$ cat config.mk
export PLATFORM = sky130hd
export DESIGN_NAME = seg7_scan_display
export DESIGN_NICKNAME = d
export VERILOG_FILES = /design/src/rtl/seg7_scan_display.sv
export SDC_FILE = /design/constraint.sdc
export NUM_CORES = 1
export LEC_CHECK = 0
export CORE_ASPECT_RATIO = 1.4
export CORE_MARGIN = 2
export CORE_UTILIZATION = 59
export DETAILED_ROUTE_END_ITERATION = 10
export GPL_TIMING_DRIVEN = 0
export HOLD_SLACK_MARGIN = 0.08
export PLACE_DENSITY = 0.9
export SYNTH_ARGS = -nofsm -noshare
export SYNTH_HDL_FRONTEND = slang
export SYNTH_SLANG_ARGS = --single-unit
$ cat constraint.sdc
create_clock -name clki -period 5.1 [get_ports clki]
set_input_delay 1.02 -clock clki [delete_from_list [all_inputs] [get_ports clki]]
set_output_delay 1.02 -clock clki [all_outputs]
set_load 0.01 [all_outputs]
$ cat src/rtl/seg7_scan_display.sv
// Two-digit multiplexed 7-segment driver for a 4-bit counter value (0..15).
// Scans ones digit, blank gap, tens digit, blank gap; latches the value once
// per frame so a frame never shows a torn number. Also flags 15->0 roll-overs
// and counts them.
module seg7_scan_display #(
  parameter int SCAN_DIV      = 1000,
  parameter int BLANK_CYC     = 8,
  parameter int COMMON_ANODE  = 0,
  parameter int SUPPRESS_ZERO = 1
) (
  input  logic       clki,
  input  logic       rs,
  input  logic [3:0] q_in,
  output logic [6:0] seg,
  output logic [1:0] an,
  output logic       wrap,
  output logic [7:0] wrap_cnt
);

  typedef enum logic [1:0] {
    S_ONES = 2'd0,
    S_GAP0 = 2'd1,
    S_TENS = 2'd2,
    S_GAP1 = 2'd3
  } state_t;

  // Terminal timer values for the digit and blank phases.
  localparam logic [15:0] DIGIT_LAST = 16'(SCAN_DIV - 1);
  localparam logic [15:0] GAP_LAST   = 16'(BLANK_CYC - 1);

  // Off level of the pins depends on the display polarity.
  localparam logic [6:0] SEG_OFF = (COMMON_ANODE != 0) ? 7'h7F : 7'h00;
  localparam logic [1:0] AN_OFF  = (COMMON_ANODE != 0) ? 2'b11 : 2'b00;

  state_t      state;
  state_t      state_next;
  logic [15:0] timer;
  logic [15:0] timer_next;
  logic        load_snap;

  logic [3:0]  q_reg;
  logic [3:0]  snapshot;
  logic [3:0]  ones;
  logic        tens;
  logic        wrap_next;

  logic [6:0]  seg_hi;
  logic [1:0]  an_hi;
  logic [6:0]  seg_next;
  logic [1:0]  an_next;

  // Active-high segment pattern {g,f,e,d,c,b,a} for a decimal digit.
  function automatic logic [6:0] digit_pattern(input logic [3:0] d);
    logic [6:0] p;
    case (d)
      4'd0:    p = 7'h3F;
      4'd1:    p = 7'h06;
      4'd2:    p = 7'h5B;
      4'd3:    p = 7'h4F;
      4'd4:    p = 7'h66;
      4'd5:    p = 7'h6D;
      4'd6:    p = 7'h7D;
      4'd7:    p = 7'h07;
      4'd8:    p = 7'h7F;
      4'd9:    p = 7'h6F;
      default: p = 7'h00;
    endcase
    return p;
  endfunction

  // Scan state register and per-phase timer.
  always_ff @(posedge clki) begin
    if (!rs) begin
      state <= S_ONES;
      timer <= 16'd0;
    end else begin
      state <= state_next;
      timer <= timer_next;
    end
  end

  // Next-state logic: each phase lasts until its timer hits the terminal value.
  always_comb begin
    state_next = state;
    timer_next = timer + 16'd1;
    load_snap  = 1'b0;
    case (state)
      S_ONES: begin
        if (timer == DIGIT_LAST) begin
          state_next = S_GAP0;
          timer_next = 16'd0;
        end
      end
      S_GAP0: begin
        if (timer == GAP_LAST) begin
          state_next = S_TENS;
          timer_next = 16'd0;
        end
      end
      S_TENS: begin
        if (timer == DIGIT_LAST) begin
          state_next = S_GAP1;
          timer_next = 16'd0;
        end
      end
      S_GAP1: begin
        if (timer == GAP_LAST) begin
          state_next = S_ONES;
          timer_next = 16'd0;
          load_snap  = 1'b1;
        end
      end
      default: begin
        state_next = S_ONES;
        timer_next = 16'd0;
      end
    endcase
  end

  // Roll-over happens when the previous count was 15 and the new one is 0.
  always_comb begin
    wrap_next = (q_reg == 4'd15) && (q_in == 4'd0);
  end

  // Input register, frame snapshot and roll-over flag/counter.
  always_ff @(posedge clki) begin
    if (!rs) begin
      q_reg    <= 4'd0;
      snapshot <= 4'd0;
      wrap     <= 1'b0;
      wrap_cnt <= 8'd0;
    end else begin
      q_reg <= q_in;
      if (load_snap) begin
        snapshot <= q_reg;
      end
      wrap <= wrap_next;
      if (wrap_next) begin
        wrap_cnt <= wrap_cnt + 8'd1;
      end
    end
  end

  // Split the 0..15 snapshot into a tens bit and a ones digit.
  always_comb begin
    if (snapshot >= 4'd10) begin
      tens = 1'b1;
      ones = snapshot - 4'd10;
    end else begin
      tens = 1'b0;
      ones = snapshot;
    end
  end

  // Select the active-high pin image for the current phase, then apply polarity.
  always_comb begin
    seg_hi = 7'h00;
    an_hi  = 2'b00;
    case (state)
      S_ONES: begin
        seg_hi = digit_pattern(ones);
        an_hi  = 2'b01;
      end
      S_TENS: begin
        if (!((SUPPRESS_ZERO != 0) && !tens)) begin
          seg_hi = digit_pattern({3'b000, tens});
          an_hi  = 2'b10;
        end
      end
      default: begin
        seg_hi = 7'h00;
        an_hi  = 2'b00;
      end
    endcase
    if (COMMON_ANODE != 0) begin
      seg_next = ~seg_hi;
      an_next  = ~an_hi;
    end else begin
      seg_next = seg_hi;
      an_next  = an_hi;
    end
  end

  // Registered display pins so they never glitch on state changes.
  always_ff @(posedge clki) begin
    if (!rs) begin
      seg <= SEG_OFF;
      an  <= AN_OFF;
    end else begin
      seg <= seg_next;
      an  <= an_next;
    end
  end

endmodule

==> flow_metrics.py, run 1 <==
metrics = {
    "clocking": {
        "cts.clk_slew.worst_paths_ps": 90,
        "numCtsBuffers": 5,
        "cts_max_level": 2,
        "cts_tree": "done",
        "post_cts_resized": 0,
        "cts.path.max_buffers": 2,
        "hold_buffers": 0,
        "cts_setup_buffers": 0,
        "clock_latency_ps": 310,
        "clock_sinks": 44,
        "ctsRootBufferMaster": "clkbuf_8",
    },
    "worst_setup_path": {
        "start_kind": "input pin",
        "reg2reg_depth": 6,
        "rr_startpoint": "state[1]",
        "path_class": "in -> reg",
        "crit_required_ps": 5330,
        "cp.arrival_ps": 2900,
        "reg2reg_to": "timer[14]",
        "crit_end": "wrap_cnt[6]",
        "setup.worst_path.start": "q_in[1]",
        "cp-end-kind": "register",
        "cp_max_fo": 7,
        "max_stage_delay_ps": 520,
        "cp_slowest_cell": "or4_1",
        "r2r_slack_ps": 3000,
        "path_cells": "clkdlybuf4s50_1 -> or4_1 -> clkbuf_1 -> nor3_1 -> and3_1 -> mux2i_1",
    },
    "yosys": {
        "seq_area_frac_synth_pct": 42.26,
        "synth_top_family_by_area": "simple AND/OR/NAND/NOR gates",
        "synth-xor-area-share_pct": 6.723,
        "ys_warn_count": 0,
        "synth_simple_gate_area_share_pct": 26.71,
        "yosysUniqueCellTypes": 45,
        "ys_top_cells_by_count": "dfxtp_1, nor3_1, nand2_1",
        "synth_area_per_cell_um2": 8.795,
        "synth_most_common_cell": "dfxtp_1",
        "synth_ff_type": "dfxtp_1",
        "synth.area.top_cells": "dfxtp_1, ha_1, xnor2_1",
        "synth_top_area_share_pct": 42.26,
        "ys_ff_latch": 44,
        "syn_area_um2": 2084,
        "synthAdderAreaFrac_pct": 6.002,
        "synth-compound-area-share_pct": 12.61,
        "synth_edf_count": 0,
        "synth_cells": 237,
        "synthesis.nets": 253,
        "synthMuxAreaShare_pct": 1.921,
        "synth-async-reset-ratio_pct": 0,
        "yosys.area.top_type": "dfxtp_1",
    },
    "sta": {
        "skew_ps": 11.17,
        "min_period_over_period_pct": 52.27,
        "fmax_ghz": 0.3751,
        "period_minus_slack_ps": 2666,
        "finalSetupViolCount": 0,
        "hold_viol": 0,
        "grt_setup_unrepaired": "false",
        "relSlewSlack_pct": 65.60,
        "tightest_slew_ps": 512.8,
        "drv_slew": 0,
        "tns_ps": 0,
    },
    "power": {
        "ir_drop_mv": 0.2463,
        "leakagePower_nw": 0.8893,
        "internal_power_mw": 0.5086,
        "power.share.sequential_pct": 54.7,
        "power-per-cell-area_nw_per_um2": 261.0,
        "power_frac_clock_pct": 41.1,
        "comb_power_share_pct": 4.2,
        "swShare_pct": 21.31,
        "p_sw_mw": 0.1377,
    },
    "die": {
        "row_count": 25,
        "die_w_um": 54.24,
        "dieArea_um2": 4031,
        "io_pins": 24,
        "die_y_um": 74.33,
        "start_util_pct": 61.70,
        "coreArea_um2": 3378,
    },
    "finish": {
        "drive_gt1_share_pct": 7.463,
        "regMostFlops": "timer",
        "nets": 283,
        "top_regs": "timer: 16 flops, wrap_cnt: 8 flops, seg: 7 flops",
        "area_growth_pct": 18.79,
        "final_cells": 308,
        "fillerInstances": 253,
        "diodes": 0,
        "largest_reg_flops": 16,
    },
    "routing": {
        "drt_iter0_drc": 55,
        "wl_um": 4355,
        "dr.pass1.iters": 4,
        "avgViaCountPerCell": 5.903,
        "wl_per_cell_um": 14.14,
        "drc": 0,
        "routed-via-count": 1818,
        "ant_nets": 0,
    },
    "global_route": {
        "grt_use_total_pct": 24.75,
        "grt_max_degree": 15,
        "antenna_found_initial": 0,
        "gr-total-overflow": 0,
        "grt_pass1_vias": 1661,
        "grt_pass1_wl_um": 7251,
    },
    "run": {
        "cap_violations": 0,
    },
    "placement": {
        "post-place-cells": 300,
        "port_buffers": 23,
        "globalplace.congestion": 0.8270,
        "dp_hpwl_um": 3035,
    },
    "run_status": {
        "status": "complete, no violations",
    },
    "hold_path": {
        "hp-class": "reg -> reg",
    },
}
==> kinds of logic (layout without fill, tap and decap cells) <==
family	after synthesis	count (layout)
flops	44	44
buf+inv	20	51
compound gates	39	39
fa+ha+maj	10	10
simple gates	104	104
mux	4	4
xor+xnor	16	16
==> worst max-delay path: cells and delay by family <==
kind	cells	cell delay, ps
multiplexers	1	170
AND/OR/NAND/NOR	3	1110
buffers and inverters	2	610
==> stage by stage <==
| stage | cell area (µm²) | power, mW | utilization, % | hold WS (ps) | worst slack [ps] |
|---|---|---|---|---|---|
| finish | 2476 | 0.6463 | 73.30 | 484.1 | 2434 |
| CTS | 2476 | 0.6481 | 73.30 | 484.9 | 2418 |
| global placement | 2365 | 0.3881 | 70.00 | 464.9 | 2141 |
| detailed placement | 2365 | 0.3894 | 70.00 | 464.9 | 2118 |
| floorplan | 2085 | 0.3750 | - | 447.7 | 2706 |
| global route | 2476 | 0.6686 | 73.30 | 496.1 | 2302 |
==> metal layers <==
layer	vias to the layer above	share of wire, %	GRT usage, %
li1	904	-	-
met1	861	39	26.90
met2	39	53	43.24
met3	14	4.0	7.028
met4	0	3.2	11.11
met5	-	0	0
==> power groups by stage <==
stage / Sequential [mW] / Combinational (mW) / Clock, mW
final: 0.354 / 0.0273 / 0.265
after global routing: 0.355 / 0.0307 / 0.283
after CTS: 0.354 / 0.0276 / 0.267
after detailed placement: 0.362 / 0.0275 / 0
after global placement: 0.361 / 0.0267 / 0
after floorplan: 0.363 / 0.0123 / 0
==> worst min path at each step <==
| stage | startpoint | endpoint | slack, ps | depth (start not counted) |
|---|---|---|---|---|
| 2_1_floorplan | q_reg[2] | snapshot[2] | 450 | 2 |
| 3_3_place_gp | q_reg[2] | snapshot[2] | 460 | 2 |
| 3_5_place_dp | q_reg[0] | snapshot[0] | 460 | 2 |
| 4_1_cts | q_reg[2] | snapshot[2] | 480 | 2 |
| 5_1_grt | q_reg[0] | snapshot[0] | 500 | 2 |
| 6_report | q_reg[0] | snapshot[0] | 480 | 2 |
==> layout by cell type (no fill, tap or decap), types with 8 or more instances in the layout <==
master           count
nand2_1             17
dfxtp_1             44
nor2_1              15
nor3_1              19
xnor2_1             14
clkdlybuf4s50_1     23
ha_1                10
inv_1               12
o21ai_0             12
nand3_1             12
a21oi_1             11
nor4_1               8
==> area by class of cell <==
| type | instances | area (µm²) | share of cell area (%) |
|---|---|---|---|
| plain buffers | 7 | 30.03 | 1.213 |
| clock buffers | 5 | 68.82 | 2.779 |
| clock inverters | 3 | 42.54 | 1.718 |
| inverters | 13 | 48.80 | 1.971 |
| multi-input cells | 173 | 1125 | 45.43 |
| flip-flops and latches | 44 | 880.8 | 35.57 |
| well taps | 40 | 50.05 | 2.021 |
| repair buffers | 23 | 230.2 | 9.298 |
(Power assumes the default switching activity.)
==> run 2: changes to the inputs <==
--- a/config.mk
+++ b/config.mk
@@ -7,11 +7,11 @@
 export LEC_CHECK = 0
 export CORE_ASPECT_RATIO = 1.4
 export CORE_MARGIN = 2
-export CORE_UTILIZATION = 59
+export CORE_UTILIZATION = 50
 export DETAILED_ROUTE_END_ITERATION = 10
 export GPL_TIMING_DRIVEN = 0
 export HOLD_SLACK_MARGIN = 0.08
-export PLACE_DENSITY = 0.9
+export PLACE_DENSITY = 0.82
 export SYNTH_ARGS = -nofsm -noshare
 export SYNTH_HDL_FRONTEND = slang
 export SYNTH_SLANG_ARGS = --single-unit
==> constraint.sdc (replaced) <==
create_clock -name clki -period 2.4 [get_ports clki]
set_input_delay 0.48 -clock clki [delete_from_list [all_inputs] [get_ports clki]]
set_output_delay 0.48 -clock clki [all_outputs]
set_load 0.01 [all_outputs]
==> flow_metrics.py, run 2 (synthesis results as in run 1) <==
metrics = {
    "finish": {
        "seq_area_um2": 880.8,
        "largest_reg_flops": 16,
        "nets": 283,
        "area_growth_pct": 18.79,
        "top_regs": "timer: 16 flops, wrap_cnt: 8 flops, seg: 7 flops",
        "drive_gt1_share_pct": 7.090,
        "layout_commonest_cell": "dfxtp_1",
        "layout_common_cells": "dfxtp_1, clkdlybuf4s50_1, nor3_1, nand2_1, nor2_1",
        "final_cells": 311,
        "post-route-util_pct": 62.65,
        "design_area_um2": 2476,
        "regMostFlops": "timer",
        "multi_input_area_um2": 1125,
        "fillerInstances": 341,
        "diodes": 0,
    },
    "hold_path": {
        "hp-start": "q_reg[0]",
        "hp-class": "reg -> reg",
        "hold_depth": 2,
        "min_to": "snapshot[0]",
    },
    "routing": {
        "wl_per_cell_um": 13.33,
        "routed-via-count": 1784,
        "drt_iter0_drc": 57,
        "avgViaCountPerCell": 5.736,
        "ant_nets": 0,
        "wl_um": 4147,
        "dr.pass1.iters": 4,
        "drc": 0,
    },
    "power": {
        "power_mw": 1.367,
        "leakagePower_nw": 0.8903,
        "ir_drop_mv": 0.4591,
        "power-per-cell-area_nw_per_um2": 552.0,
    },
    "run_status": {
        "status": "complete, no violations",
    },
    "sta": {
        "min_period_over_period_pct": 89.11,
        "tns_ps": 0,
        "skew_ps": 7.471,
        "tightest_slew_ps": 543.3,
        "hold_viol": 0,
        "relSlewSlack_pct": 63.56,
        "drv_slew": 0,
        "period_minus_slack_ps": 2139,
        "fmax_ghz": 0.4676,
        "grt_setup_unrepaired": "false",
        "finalSetupViolCount": 0,
    },
    "worst_setup_path": {
        "cp_num_buf_inv": 2,
        "rr_startpoint": "state[1]",
        "reg2reg_depth": 6,
        "crit_family": "simple AND/OR/NAND/NOR gates",
        "path_cells": "clkdlybuf4s50_1 -> or4_1 -> clkbuf_1 -> nor3_1 -> and3_1 -> mux2i_1",
        "cp.arrival_ps": 2370,
        "cp_max_fo": 7,
        "cp_slowest_cell": "or4_1",
        "crit_required_ps": 2630,
        "max_stage_delay_ps": 520,
        "start_kind": "input pin",
        "r2r_slack_ps": 330,
        "cp-end-kind": "register",
        "path_class": "in -> reg",
        "reg2reg_to": "timer[14]",
    },
    "clocking": {
        "cts.path.max_buffers": 2,
        "cts_setup_buffers": 0,
        "clock_sinks": 44,
        "clock_latency_ps": 300,
        "cts.clk_slew.worst_paths_ps": 80,
        "hold_buffers": 0,
        "cts_max_level": 2,
        "ctsRootBufferMaster": "clkbuf_8",
        "numCtsBuffers": 5,
        "cts_tree": "done",
        "post_cts_resized": 0,
    },
    "global_route": {
        "grt_use_total_pct": 19.24,
        "grt_pass1_wl_um": 7003,
        "grt_pass1_vias": 1653,
        "antenna_found_initial": 0,
        "grt_max_degree": 14,
        "gr-total-overflow": 0,
    },
    "die": {
        "coreArea_um2": 3953,
        "dieArea_um2": 4709,
        "start_util_pct": 52.74,
        "die_y_um": 80.40,
        "io_pins": 24,
        "die_w_um": 58.57,
        "row_count": 27,
    },
    "run": {
        "cap_violations": 0,
    },
    "placement": {
        "dp_hpwl_um": 3000,
        "globalplace.congestion": 0.7858,
        "place_area_um2": 2369,
        "post-place-cells": 303,
        "port_buffers": 23,
    },
}
-- run 2: changes by cell type in the layout (fill, tap and decap cells not counted) --
cell	change
clkbuf_1	+1
clkinvlp_4	-1
-- run 2: worst max-delay path by stage --
stage,start,to,slack [ps],depth (start not counted)
CTS,q_in[1],wrap_cnt[4],260,6
detailed placement,q_in[1],wrap_cnt[4],-50,6
global route,q_in[0],wrap_cnt[4],160,6
floorplan,state[1],timer[10],540,6
finish,q_in[1],wrap_cnt[4],260,6
global placement,q_in[1],wrap_cnt[6],-20,6
-- run 2: stage by stage --
stage	setup slack [ps]	hold slack, ps
6_report	261.5	469.3
5_1_grt	157.9	508.6
4_1_cts	257.4	479.5
3_5_place_dp	-45.60	466.3
3_3_place_gp	-21.77	464.5
2_1_floorplan	536.7	447.7
-- run 2: layout make-up --
cell class | instances | share of cell area [%]
multi-input combinational | 173 | 45.43
sequential | 44 | 35.57
timing repair buffer | 23 | 9.298
clock buffer | 6 | 2.931
tap | 43 | 2.173
inverter | 13 | 1.971
clock inverter | 2 | 1.415
buffer | 7 | 1.213
-- run 2: power breakdown --
| group | total, mW | switching (mW) | internal (mW) |
|---|---|---|---|
| combinational | 0.0579 | 0.0286 | 0.0292 |
| clock | 0.558 | 0.249 | 0.309 |
| sequential | 0.751 | 0.00774 | 0.744 |
-- run 2: per-layer routing --
metal / routed length [µm] / global-route usage [%] / up-vias / share of wire, %
li1: - / - / 903 / -
met1: 1757 / 20.18 / 842 / 42
met2: 2166 / 35.28 / 33 / 52
met3: 148 / 4.348 / 6 / 3.6
met4: 75 / 9.091 / 0 / 1.8
met5: 0 / 0 / - / 0
-- run 2: worst min-delay path: stages, from the launching register on --
cell     delay, ps
dfxtp_1        320
nand3_1         60
a21oi_1         50
==> run 3: changes to the inputs <==
--- a/config.mk
+++ b/config.mk
@@ -12,6 +12,7 @@
 export GPL_TIMING_DRIVEN = 0
 export HOLD_SLACK_MARGIN = 0.08
 export PLACE_DENSITY = 0.82
+export REMOVE_ABC_BUFFERS = 1
 export SYNTH_ARGS = -nofsm -noshare
 export SYNTH_HDL_FRONTEND = slang
 export SYNTH_SLANG_ARGS = --single-unit
==> flow_metrics.py, run 3 (synthesis results as in run 1) <==
metrics = {
    "die": {
        "dieArea_um2": 4709,
        "coreArea_um2": 3953,
        "row_count": 27,
        "die_y_um": 80.40,
        "die_w_um": 58.57,
        "start_util_pct": 52.74,
        "io_pins": 24,
    },
    "routing": {
        "drc": 0,
        "ant_nets": 0,
        "drt_iter0_drc": 49,
        "drt-met1-wl_um": 1654,
        "dr.pass1.iters": 4,
        "wl_met2_um": 1939,
        "maxUsedRoutingLayer": "met4",
        "avgViaCountPerCell": 5.678,
        "wl_um": 3858,
        "routed-via-count": 1726,
        "wl_per_cell_um": 12.69,
        "route.met3.wl_um": 133,
    },
    "worst_setup_path": {
        "start_kind": "input pin",
        "path_cells": "clkdlybuf4s50_1 -> or4_1 -> nor3_1 -> and3_1 -> mux2i_1",
        "crit_family": "simple AND/OR/NAND/NOR gates",
        "max_stage_delay_ps": 660,
        "cp-end-kind": "register",
        "path_class": "in -> reg",
        "cp_num_buf_inv": 1,
        "r2r_slack_ps": 370,
        "crit_required_ps": 2640,
        "reg2reg_to": "timer[7]",
        "cp_max_fo": 7,
        "cp_slowest_cell": "or4_1",
        "crit_end": "wrap_cnt[6]",
        "crit_cells": 5,
        "cp.arrival_ps": 2360,
        "setup.worst_path.start": "q_in[1]",
        "rr_startpoint": "state[1]",
        "reg2reg_depth": 5,
    },
    "clocking": {
        "cts_tree": "done",
        "cts_setup_buffers": 0,
        "clock_sinks": 44,
        "cts.path.max_buffers": 2,
        "hold_buffers": 0,
        "clock_latency_ps": 310,
        "cts.clk_slew.worst_paths_ps": 90,
        "ctsRootBufferMaster": "clkbuf_8",
        "cts_max_level": 2,
        "numCtsBuffers": 5,
        "post_cts_resized": 0,
    },
    "placement": {
        "globalplace.congestion": 0.8363,
        "dp_worst_setup_slack_ps": -28.95,
        "post-place-cells": 296,
        "port_buffers": 23,
        "dp_hpwl_um": 2798,
    },
    "sta": {
        "grt_setup_unrepaired": "false",
        "period_minus_slack_ps": 2117,
        "min_period_over_period_pct": 88.22,
        "drv_slew": 0,
        "tightest_slew_ps": 485.9,
        "fin_ws_ps": 282.7,
        "fmax_ghz": 0.4723,
        "hold_viol": 0,
        "skew_ps": 11.73,
        "relSlewSlack_pct": 67.56,
        "finalSetupViolCount": 0,
    },
    "finish": {
        "top_regs": "timer: 16 flops, wrap_cnt: 8 flops, seg: 7 flops",
        "nets": 276,
        "diodes": 0,
        "fillerInstances": 353,
        "drive_gt1_share_pct": 7.280,
        "largest_reg_flops": 16,
        "final_cells": 304,
        "regMostFlops": "timer",
        "layout_commonest_cell": "dfxtp_1",
        "layout_common_cells": "dfxtp_1, clkdlybuf4s50_1, nor3_1, nand2_1, nor2_1",
        "area_growth_pct": 16.63,
    },
    "power": {
        "comb_power_share_pct": 4.3,
        "internal_power_mw": 0.9778,
        "power.share.sequential_pct": 58.7,
        "power_frac_clock_pct": 37.0,
        "swShare_pct": 23.64,
        "p_sw_mw": 0.3027,
        "leakagePower_nw": 0.8629,
        "power-per-cell-area_nw_per_um2": 526.7,
        "ir_drop_mv": 0.4895,
    },
    "hold_path": {
        "hp-start": "timer[0]",
        "hp-class": "reg -> reg",
    },
    "global_route": {
        "grt_pass1_vias": 1618,
        "antenna_found_initial": 0,
        "grt_max_degree": 29,
        "grt_use_total_pct": 18.75,
        "gr-total-overflow": 0,
        "grt_pass1_wl_um": 6824,
    },
    "run": {
        "cap_violations": 0,
    },
    "run_status": {
        "status": "complete, no violations",
    },
}
## run 3: changes by cell type in the layout (fill, tap and decap cells not counted)
cell and change:
clkbuf_1 -6, buf_1 -1, clkinv_4 +1, clkinvlp_4 +2
bufinv_16 -1, clkinv_2 -1, buf_4 -1
## run 3: routing by layer
layer	up-vias	track usage [%]
li1	891	-
met2	32	32.25
met5	-	0
met4	0	11.82
met3	9	3.865
met1	794	20.48
## run 3: worst min-delay path by stage
| stage | endpoint | cells past startpoint |
|---|---|---|
| after global routing | timer[0] | 1 |
| after global placement | snapshot[1] | 2 |
| final | timer[0] | 1 |
| after floorplan | snapshot[2] | 2 |
| after CTS | snapshot[2] | 2 |
| after detailed placement | snapshot[3] | 2 |
## run 3: cell type report
| type | count | area, µm² | area share (%) |
|---|---|---|---|
| clock inverters | 3 | 23.77 | 0.9779 |
| repair buffers | 23 | 230.2 | 9.470 |
| clock buffers | 5 | 68.82 | 2.831 |
| flip-flops and latches | 44 | 880.8 | 36.23 |
| inverters | 13 | 48.80 | 2.007 |
| multi-input cells | 173 | 1125 | 46.27 |
| well taps | 43 | 53.80 | 2.213 |
## run 3: per-stage QoR
| stage | utilization (%) | TNS (ps) | power [mW] | instance area, µm² | hold slack, ps |
|---|---|---|---|---|---|
| 2_1_floorplan | - | 0 | 0.7939 | 2054 | 447.7 |
| 3_3_place_gp | 59.16 | -0.5871 | 0.8223 | 2338 | 458.6 |
| 3_5_place_dp | 59.16 | -44.83 | 0.8246 | 2338 | 472.8 |
| 4_1_cts | 61.51 | 0 | 1.290 | 2431 | 496.0 |
| 5_1_grt | 61.51 | 0 | 1.329 | 2431 | 509.7 |
| 6_report | 61.51 | 0 | 1.280 | 2431 | 488.9 |
## run 3: power by group through the flow
stage | sequential (mW) | combinational (mW) | clock (mW)
after floorplan | 0.771 | 0.0232 | 0
after global placement | 0.768 | 0.0544 | 0
after detailed placement | 0.769 | 0.0558 | 0
after CTS | 0.751 | 0.0558 | 0.482
after global routing | 0.753 | 0.0623 | 0.514
final | 0.751 | 0.0550 | 0.474
